`src/rtl/serial_subtractor.sv`:
```
// Bit-serial subtractor: d = a - b - bin (mod 2^SIZE), borrow-out in bout.
// One bit per clock, LSB first, under a start/done handshake.
module serial_subtractor #(
  parameter int unsigned SIZE  = 4,
  parameter int unsigned CNT_W = 3
) (
  input  logic            clk,
  input  logic            rst,
  input  logic            start,
  input  logic [SIZE-1:0] a,
  input  logic [SIZE-1:0] b,
  input  logic            bin,
  output logic            busy,
  output logic            done,
  output logic [SIZE-1:0] d,
  output logic            bout
);

  typedef enum logic [1:0] {
    IDLE  = 2'd0,
    SHIFT = 2'd1,
    DONE  = 2'd2
  } state_t;

  localparam logic [CNT_W-1:0] LAST_CNT = CNT_W'(SIZE - 1);

  state_t          state;
  logic [SIZE-1:0] ra;
  logic [SIZE-1:0] rb;
  logic [SIZE-1:0] sr;
  logic            brw;
  logic [CNT_W-1:0] cnt;

  logic            x;
  logic            diff_bit;
  logic            brw_next;
  logic [SIZE-1:0] sr_next;

  // Full-subtractor bit slice on the current LSBs plus the shift-register update
  always_comb begin
    x        = ra[0] ^ rb[0];
    diff_bit = x ^ brw;
    brw_next = (~ra[0] & rb[0]) | (~x & brw);
    sr_next  = {diff_bit, sr[SIZE-1:1]};
  end

  // Control FSM, operand shifting and registered outputs
  always_ff @(posedge clk) begin
    if (rst) begin
      state <= IDLE;
      ra    <= '0;
      rb    <= '0;
      sr    <= '0;
      brw   <= 1'b0;
      cnt   <= '0;
      busy  <= 1'b0;
      done  <= 1'b0;
      d     <= '0;
      bout  <= 1'b0;
    end else begin
      case (state)
        IDLE, DONE: begin
          done <= 1'b0;
          if (start) begin
            ra    <= a;
            rb    <= b;
            brw   <= bin;
            sr    <= '0;
            cnt   <= '0;
            busy  <= 1'b1;
            state <= SHIFT;
          end else begin
            state <= IDLE;
          end
        end
        SHIFT: begin
          ra  <= {1'b0, ra[SIZE-1:1]};
          rb  <= {1'b0, rb[SIZE-1:1]};
          brw <= brw_next;
          sr  <= sr_next;
          cnt <= cnt + CNT_W'(1);
          if (cnt == LAST_CNT) begin
            d     <= sr_next;
            bout  <= brw_next;
            done  <= 1'b1;
            busy  <= 1'b0;
            state <= DONE;
          end
        end
        default: begin
          busy  <= 1'b0;
          done  <= 1'b0;
          state <= IDLE;
        end
      endcase
    end
  end

endmodule

```
`config.mk`:
```
export PLATFORM = sky130hd
export DESIGN_NAME = serial_subtractor
export DESIGN_NICKNAME = d
export VERILOG_FILES = /design/src/rtl/serial_subtractor.sv
export SDC_FILE = /design/constraint.sdc
export NUM_CORES = 1
export LEC_CHECK = 0
export BUFFER_PORTS_ARGS = -buffer_cell sky130_fd_sc_hd__buf_2
export CORE_UTILIZATION = 60
export CTS_BUF_LIST = sky130_fd_sc_hd__clkbuf_4 sky130_fd_sc_hd__clkbuf_8
export DETAILED_ROUTE_END_ITERATION = 10
export GPL_TIMING_DRIVEN = 0
export HOLD_SLACK_MARGIN = 0.05
export PLACE_DENSITY = 0.84
export SLEW_MARGIN = 30
export SYNTH_ARGS = -nofsm -noshare
export SYNTH_HDL_FRONTEND = slang
export SYNTH_SLANG_ARGS = --single-unit
export TNS_END_PERCENT = 5
```
`constraint.sdc`:
```
create_clock -name clk -period 2.9 [get_ports clk]
set_input_delay 0.58 -clock clk [delete_from_list [all_inputs] [get_ports clk]]
set_output_delay 0.58 -clock clk [all_outputs]
set_load 0.02 [all_outputs]
```
======== Word level (Yosys, flattened, before mapping) ========
Cells that the tools add are included.
storage, ports and cells
  input port bits ......................... 12
  register bits after elaboration ......... 25
  output and inout port bits .............. 7
operators by class
  add/sub/neg operators ................... 1
  reductions and logical operators ........ 7
  muxes and demuxes ....................... 16
  eq/ne operators ......................... 5
  bitwise operators ....................... 8
operator list
  operator                                       number
  case mux 4 bit (2 select lines)                3
  two-way mux 4 bit                              3
  case mux 3 bit (2 select lines)                1
  AND reduction 2 bit                            3
  two-way mux 1 bit                              4
  inequality test 2 bit, second input constant   2
  case mux 1 bit (2 select lines)                2
  case mux 2 bit (2 select lines)                1
  OR reduction 2 bit                             2
  adder 3 x 1 -> 3 bit, second input constant    1
  == test 3 x 2 -> 1 bit, second input constant  1
  two-way mux 3 bit                              1
  inverter 1 bit                                 3
  bitwise AND 1 bit                              2
  == test 2 x 1 -> 1 bit, second input constant  1
  == test 2 bit, second input constant           1
  logical NOT 2 bit                              1
  two-way mux 2 bit                              1
  nonzero test 2 bit                             1
  bitwise XOR 1 bit                              2
  OR 1 bit                                       1

======== Longest topological paths before layout ========
Gate-level depths: netlist (run 1).
  depth in word-level cells ............... 5
  gate-level depth with buffers ........... 6
  gate-level depth less buffers ........... 5

======== Worst setup path after synthesis (run 1) ========
OpenSTA, ideal clock, no wires.
  path type ............................... input to register
  start point ............................. input start
  end point ............................... register ra[1]
  setup time .............................. 88 ps
  path slack .............................. 1,658 ps
  arrival ................................. 1,153 ps
  stages on the path ...................... 4
  cells stage by stage .................... nor2b_1 buf_2 nand2_1 a311oi_2
between the ends
  cells in the longest elaborated chain, start to end .. 2
RTL lines
  item                             line  text
  from (decl)                      9     input logic start,
  inequality test 2 bit (no line)  --
  AND reduction 2 bit (no line)    --
  to (signal assigned)             77    ra <= {1'b0, ra[SIZE-1:1]};
  to (decl)                        28    logic [SIZE-1:0] ra;
Every way passes these cells.
A chain may end at the register's enable or synchronous reset.

======== Worst setup path after layout (run 1) ========
  start point ............................. register d[0]
  end point ............................... output d[0]
RTL lines
  item                    line  text
  from (decl)             15    output logic [SIZE-1:0] d,
  from (signal assigned)  83    d <= sr_next;
No word-level cell between the ends.

==> results of run 1 <==
-- cell families (layout without fill, tap and decap cells) --
kind of cell / Yosys count / in the layout
buffers and inverters: 13 / 35
adder cells (fa/ha/maj): 3 / 3
AO/OA/AOI/OAI: 25 / 25
flip-flops: 24 / 24
AND/OR/NAND/NOR: 53 / 53
-- final cells by class --
class / instances / area [sq um]
multi-input cells: 81 / 465
fillers: 110 / 362
clock inverters: 1 / 30.0
inverters: 3 / 11.3
plain buffers: 10 / 77.6
repair buffers: 18 / 90.1
flip-flops and latches: 24 / 480
well taps: 16 / 20.0
clock buffers: 3 / 22.5
-- state kept, by name (all words and copies together), names as in the netlist --
signal and flops:
sr 3, ra 4, brw 1, bout 1, busy 1, done 1
d 4, cnt 3, state 2, rb 4
-- per-stage QoR --
| step | setup slack [ns] | utilization, % |
|---|---|---|
| 2_1_floorplan | 1.66 | - |
| 3_3_place_gp | 1.49 | 73.4 |
| 3_5_place_dp | 1.46 | 73.4 |
| 4_1_cts | 1.45 | 76.8 |
| 5_1_grt | 1.41 | 76.8 |
| 6_report | 1.44 | 76.8 |
-- metal layers --
metal	wire length (microns)	vias up
met5	0	-
met4	38	0
met3	112	5
met2	1100	35
met1	946	427
li1	-	446
-- report_power, final --
| part | switching [mW] | internal, mW |
|---|---|---|
| Combinational | 0.0533 | 0.0415 |
| Clock | 0.107 | 0.140 |
| Sequential | 0.0105 | 0.346 |
| Total | 0.171 | 0.528 |
-- layout by cell type, fill, tap and decap left out, drive strengths merged --
cell type,count
buf,26
dfxtp,24
nand2,22
a21oi,15
nand3,13
nor2,9
a311oi,7
clkbuf,5
nand2b,4
inv,3
ha,2
and2b,1
nand3b,1
o21a,1
o21ai,1
nor2b,1
nor3,1
nor3b,1
a2bb2oi,1
fa,1
bufinv,1
-- worst min-delay path by stage --
stage | start | endpoint | cells after the start
floorplan | sr[2]$_SDFFE_PP0P_ | sr[1]$_SDFFE_PP0P_ | 2
global placement | d[1]$_SDFFE_PP0P_ | d[1]$_SDFFE_PP0P_ | 2
detailed placement | d[2]$_SDFFE_PP0P_ | d[2]$_SDFFE_PP0P_ | 2
CTS | d[2]$_SDFFE_PP0P_ | d[2]$_SDFFE_PP0P_ | 2
global route | rst | bout$_SDFFE_PP0P_ | 2
finish | d[2]$_SDFFE_PP0P_ | d[2]$_SDFFE_PP0P_ | 2
-- tightest hold or removal path, delay by kind of cell, from the launching register on --
kind             cells  cell delay, ns
flip-flops           1            0.33
AO/OA/AOI/OAI        1            0.05
AND/OR/NAND/NOR      1            0.05
==> flow_metrics.py, run 1 <==
metrics = {
    "yosys": {
        "seq_area_frac_synth_pct": 46.4,
        "synth_top_family_by_area": "simple AND/OR/NAND/NOR gates",
        "yosys-top-cells-count": "24 x dfxtp_1, 22 x nand2_1, 14 x a21oi_1, 13 x nand3_1, 9 x nor2_1",
        "synthMuxAreaShare_pct": 0,
        "synth_nets": 133,
        "synth_top_area_share_pct": 46.4,
        "synth_adder_area_share_pct": 4.35,
        "yosysTopAreaCell": "dfxtp_1",
        "netlist_instances": 118,
        "synthFlopType": "dfxtp_1",
        "synth_xor_area_share_pct": 0,
        "netlist_area_sq_um": 1030,
        "synth-simple-area-share_pct": 23.2,
        "yosysMostFrequentCell": "dfxtp_1",
        "yosysUniqueCellTypes": 24,
        "synth.avg_cell_area_sq_um": 8.77,
        "synth_edf_count": 0,
        "async_reset_ff_share_pct": 0,
        "synth-seq-cells": 24,
        "yosys_warnings": 0,
        "yosys-top-cells-area": "dfxtp_1 46%, nand2_1 8.0%, a21oi_1 6.8%",
        "synth-compound-area-share_pct": 17.4,
    },
    "floorplanning": {
        "die_w_microns": 43.5,
        "io_pins": 19,
        "die_y_microns": 43.5,
        "rows": 14,
        "dieArea_sq_um": 1890,
        "coreArea_sq_um": 1560,
        "initial_core_util_pct": 66.4,
    },
    "min_path": {
        "min_path_type": "reg -> reg",
    },
    "timing": {
        "whs_ns": 0.461,
        "rsz0062_at_grt": "false",
        "clock.fmax_mhz": 686,
        "setup_violations": 0,
        "tightest_slew_ns": 0.508,
        "fin_crit_ns": 1.46,
        "finalClockSkew_ns": 0.00901,
        "finalHoldViolCount": 0,
        "slew_headroom_pct": 66.1,
        "period_share_pct": 50.3,
        "slew_viol_final": 0,
        "tns_ns": 0,
    },
    "critical_path": {
        "cpMaxStageDelayCell": "dfxtp_1",
        "crit_start": "d[0]$_SDFFE_PP0P_",
        "startpoint_type": "register",
        "critical_path_class": "reg -> out",
        "r2r_setup_slack_ns": 1.57,
        "critPathMaxFanout": 2,
        "crit_chain": "buf_2",
        "r2r-start": "cnt[0]$_SDFFE_PP0P_",
        "crit_family": "flip-flops",
        "required_ns": 2.32,
        "reg2regPathDepth": 6,
        "endpoint": "d[0]",
        "crit_buf_inv": 1,
        "crit_arrival_ns": 0.88,
        "cp_num_cells": 1,
        "crit_path_end_kind": "primary output",
        "critPathMaxStageDelay_ns": 0.37,
        "r2r-end": "busy$_SDFFE_PP0P_",
    },
    "route": {
        "via_per_inst": 5.85,
        "detail-route-antenna-nets": 0,
        "avgRoutedWirePerCell_microns": 14.1,
        "drc": 4,
        "drtIter0Drc": 32,
        "vias": 913,
        "drtPass1Iterations": 7,
        "routed_wl_mm": 2.20,
    },
    "power_and_ir_drop": {
        "power.leakage_nw": 0.482,
        "powerDensity_nw_per_um2": 584,
        "finalPower_mw": 0.699,
        "ir_drop_v": 0.000549,
    },
    "clock_tree": {
        "clkTransAtPathRegs_ns": 0.14,
        "cts_setup_buffers": 0,
        "root_buffer": "clkbuf_4",
        "clk_latency_ns": 0.33,
        "cts_tree": "yes",
        "numCtsBuffers": 3,
        "cts_resized": 0,
        "cts_hold_buf": 0,
        "cts-htree-levels": 1,
        "clockBufferDepth": 2,
        "numClockSinks": 24,
    },
    "final_layout": {
        "fin_cells": 156,
        "fin_area_sq_um": 1200,
        "area_delta_synth_final_pct": 15.7,
        "nNetsFinal": 156,
        "drive_gt1_share_pct": 24.3,
        "antenna_cells": 0,
    },
    "status": {
        "status": "complete, but fails checks",
        "violations": "design-rule violations",
    },
    "placed_design": {
        "dp_cells": 152,
        "place_congestion": 0.782,
        "dpl_cell_area_sq_um": 1140,
        "dp_hpwl_mm": 1.48,
        "port_buffers": 18,
    },
    "grt": {
        "met1_usage_pct": 35.2,
        "grt_util_met2_pct": 45.8,
        "grt_use_total_pct": 27.5,
        "busiest_layer": "met2",
        "overflow": 0,
        "grt_first_pass_wirelength_mm": 3.83,
        "antenna_found_initial": 0,
        "grt_max_degree": 15,
        "grt.met3_usage_pct": 3.75,
        "grt_pass1_vias": 875,
    },
    "flow_run": {
        "drv_cap": 0,
    },
}
(Power assumes the default switching activity.)
==> inputs of run 2 (changes only) <==
--- a/config.mk
+++ b/config.mk
@@ -6,12 +6,12 @@
 export NUM_CORES = 1
 export LEC_CHECK = 0
 export BUFFER_PORTS_ARGS = -buffer_cell sky130_fd_sc_hd__buf_2
-export CORE_UTILIZATION = 60
+export CORE_UTILIZATION = 56
 export CTS_BUF_LIST = sky130_fd_sc_hd__clkbuf_4 sky130_fd_sc_hd__clkbuf_8
 export DETAILED_ROUTE_END_ITERATION = 10
 export GPL_TIMING_DRIVEN = 0
 export HOLD_SLACK_MARGIN = 0.05
-export PLACE_DENSITY = 0.84
+export PLACE_DENSITY = 0.79
 export SLEW_MARGIN = 30
 export SYNTH_ARGS = -nofsm -noshare
 export SYNTH_HDL_FRONTEND = slang
==> constraint.sdc (replaced) <==
create_clock -name clk -period 1.4 [get_ports clk]
set_input_delay 0.28 -clock clk [delete_from_list [all_inputs] [get_ports clk]]
set_output_delay 0.28 -clock clk [all_outputs]
set_load 0.02 [all_outputs]
==> flow_metrics.py, run 2 (synthesized netlist as in run 1, its figures left out) <==
metrics = {
    "status": {
        "status": "complete, no violations",
    },
    "clock_tree": {
        "clockBufferDepth": 2,
        "clkTransAtPathRegs_ns": 0.13,
        "root_buffer": "clkbuf_4",
        "cts_hold_buf": 0,
        "clk_latency_ns": 0.32,
        "numCtsBuffers": 3,
        "cts_tree": "yes",
        "numClockSinks": 24,
        "cts-htree-levels": 1,
    },
    "critical_path": {
        "crit_path_end_kind": "register",
        "r2r-start": "cnt[0]$_SDFFE_PP0P_",
        "critical_path_class": "reg -> reg",
        "startpoint_type": "register",
        "critPathMaxFanout": 10,
        "r2r_setup_slack_ns": 0.12,
        "reg2regPathDepth": 5,
        "r2r-end": "state[0]$_SDFFE_PP0P_",
        "crit_arrival_ns": 1.53,
        "required_ns": 1.65,
    },
    "final_layout": {
        "final_common_cell": "dfxtp_1",
        "top_regs": "d (4), ra (4), rb (4)",
        "antenna_cells": 0,
        "final_cell_mix": "24 x dfxtp_1, 22 x nand2_1, 19 x buf_2",
        "area_delta_synth_final_pct": 17.0,
        "nNetsFinal": 156,
        "fin_cells": 165,
        "fin_area_sq_um": 1210,
        "drive_gt1_share_pct": 24.3,
        "fin_util_pct": 70.1,
    },
    "route": {
        "avgRoutedWirePerCell_microns": 12.2,
        "routed_wl_mm": 2.02,
        "vias": 871,
        "detail-route-antenna-nets": 0,
        "drc": 0,
        "drtIter0Drc": 16,
        "via_per_inst": 5.28,
        "drtPass1Iterations": 4,
    },
    "timing": {
        "rsz0062_at_grt": "false",
        "finalClockSkew_ns": 0.00461,
        "whs_ns": 0.181,
        "fin_crit_ns": 1.28,
        "tightest_slew_ns": 0.512,
        "finalHoldViolCount": 0,
        "tns_ns": 0,
        "setup_violations": 0,
        "slew_viol_final": 0,
        "timing.final.ws_setup_ns": 0.121,
        "clock.fmax_mhz": 782,
        "period_share_pct": 91.4,
        "slew_headroom_pct": 65.9,
    },
    "power_and_ir_drop": {
        "power.leakage_nw": 0.482,
        "finalPower_mw": 1.44,
        "powerDensity_nw_per_um2": 1190,
        "ir_drop_v": 0.000867,
    },
    "grt": {
        "grt.met3_usage_pct": 3.60,
        "grt_max_degree": 15,
        "antenna_found_initial": 0,
        "grt_pass1_vias": 784,
        "busiest_layer": "met2",
        "grt_util_met2_pct": 40.0,
        "grt_use_total_pct": 23.3,
        "met1_usage_pct": 29.1,
        "grt_first_pass_wirelength_mm": 3.36,
        "overflow": 0,
    },
    "floorplanning": {
        "coreArea_sq_um": 1730,
        "io_pins": 19,
        "die_y_microns": 45.0,
        "die_w_microns": 45.0,
        "rows": 15,
        "initial_core_util_pct": 59.9,
        "dieArea_sq_um": 2020,
    },
    "flow_run": {
        "drv_cap": 0,
    },
    "min_path": {
        "hold_path.startpoint": "a[3]",
        "whs_endpoint": "ra[3]$_SDFFE_PP0P_",
        "holdPathStages": 3,
        "min_path_type": "in -> reg",
    },
    "placed_design": {
        "dp_hpwl_mm": 1.37,
        "place_congestion": 0.764,
        "port_buffers": 18,
        "dp_cells": 161,
        "dpl_cell_area_sq_um": 1160,
        "dp_worst_setup_slack_ns": 0.0793,
    },
}
[run 2: metal layers]
metal	vias up	part of all wire [%]
met4	0	1.6
met5	-	0
met1	399	47
met3	4	3.7
met2	22	47
li1	446	-
[run 2: worst max-delay path by stage]
stage | from | end | slack, ns
after global routing | cnt[0]$_SDFFE_PP0P_ | busy$_SDFFE_PP0P_ | 0.02
after CTS | cnt[0]$_SDFFE_PP0P_ | busy$_SDFFE_PP0P_ | 0.06
after floorplan | cnt[0]$_SDFFE_PP0P_ | busy$_SDFFE_PP0P_ | 0.22
after global placement | cnt[0]$_SDFFE_PP0P_ | busy$_SDFFE_PP0P_ | 0.13
after detailed placement | cnt[0]$_SDFFE_PP0P_ | busy$_SDFFE_PP0P_ | 0.08
final | cnt[0]$_SDFFE_PP0P_ | state[0]$_SDFFE_PP0P_ | 0.12
[run 2: critical path, cell delays in order, from the launching register on]
cell	delay (ns)
dfxtp_1	0.35
ha_1	0.19
ha_1	0.19
buf_4	0.18
o21a_1	0.18
nor2_1	0.12
[run 2: layout make-up]
cell class	count	area (sq um)
fill	147	515
buffer	10	80.1
sequential	24	480
multi-input combinational	81	465
clock inverter	1	30.0
inverter	3	11.3
tap	25	31.3
clock buffer	3	22.5
timing repair buffer	18	90.1
[run 2: power by group]
part           leakage (nW)  total (mW)  internal [mW]  switching [mW]
sequential            0.196       0.739          0.718          0.0215
clock                0.0279       0.505          0.290           0.215
combinational         0.258       0.193         0.0860           0.107
total                 0.482        1.44           1.09           0.344
[run 2: repair_timing]
action	4_1_cts	5_1_grt
endpoints found under the setup margin	0	1
resized for setup	0	2
setup buffers	0	0
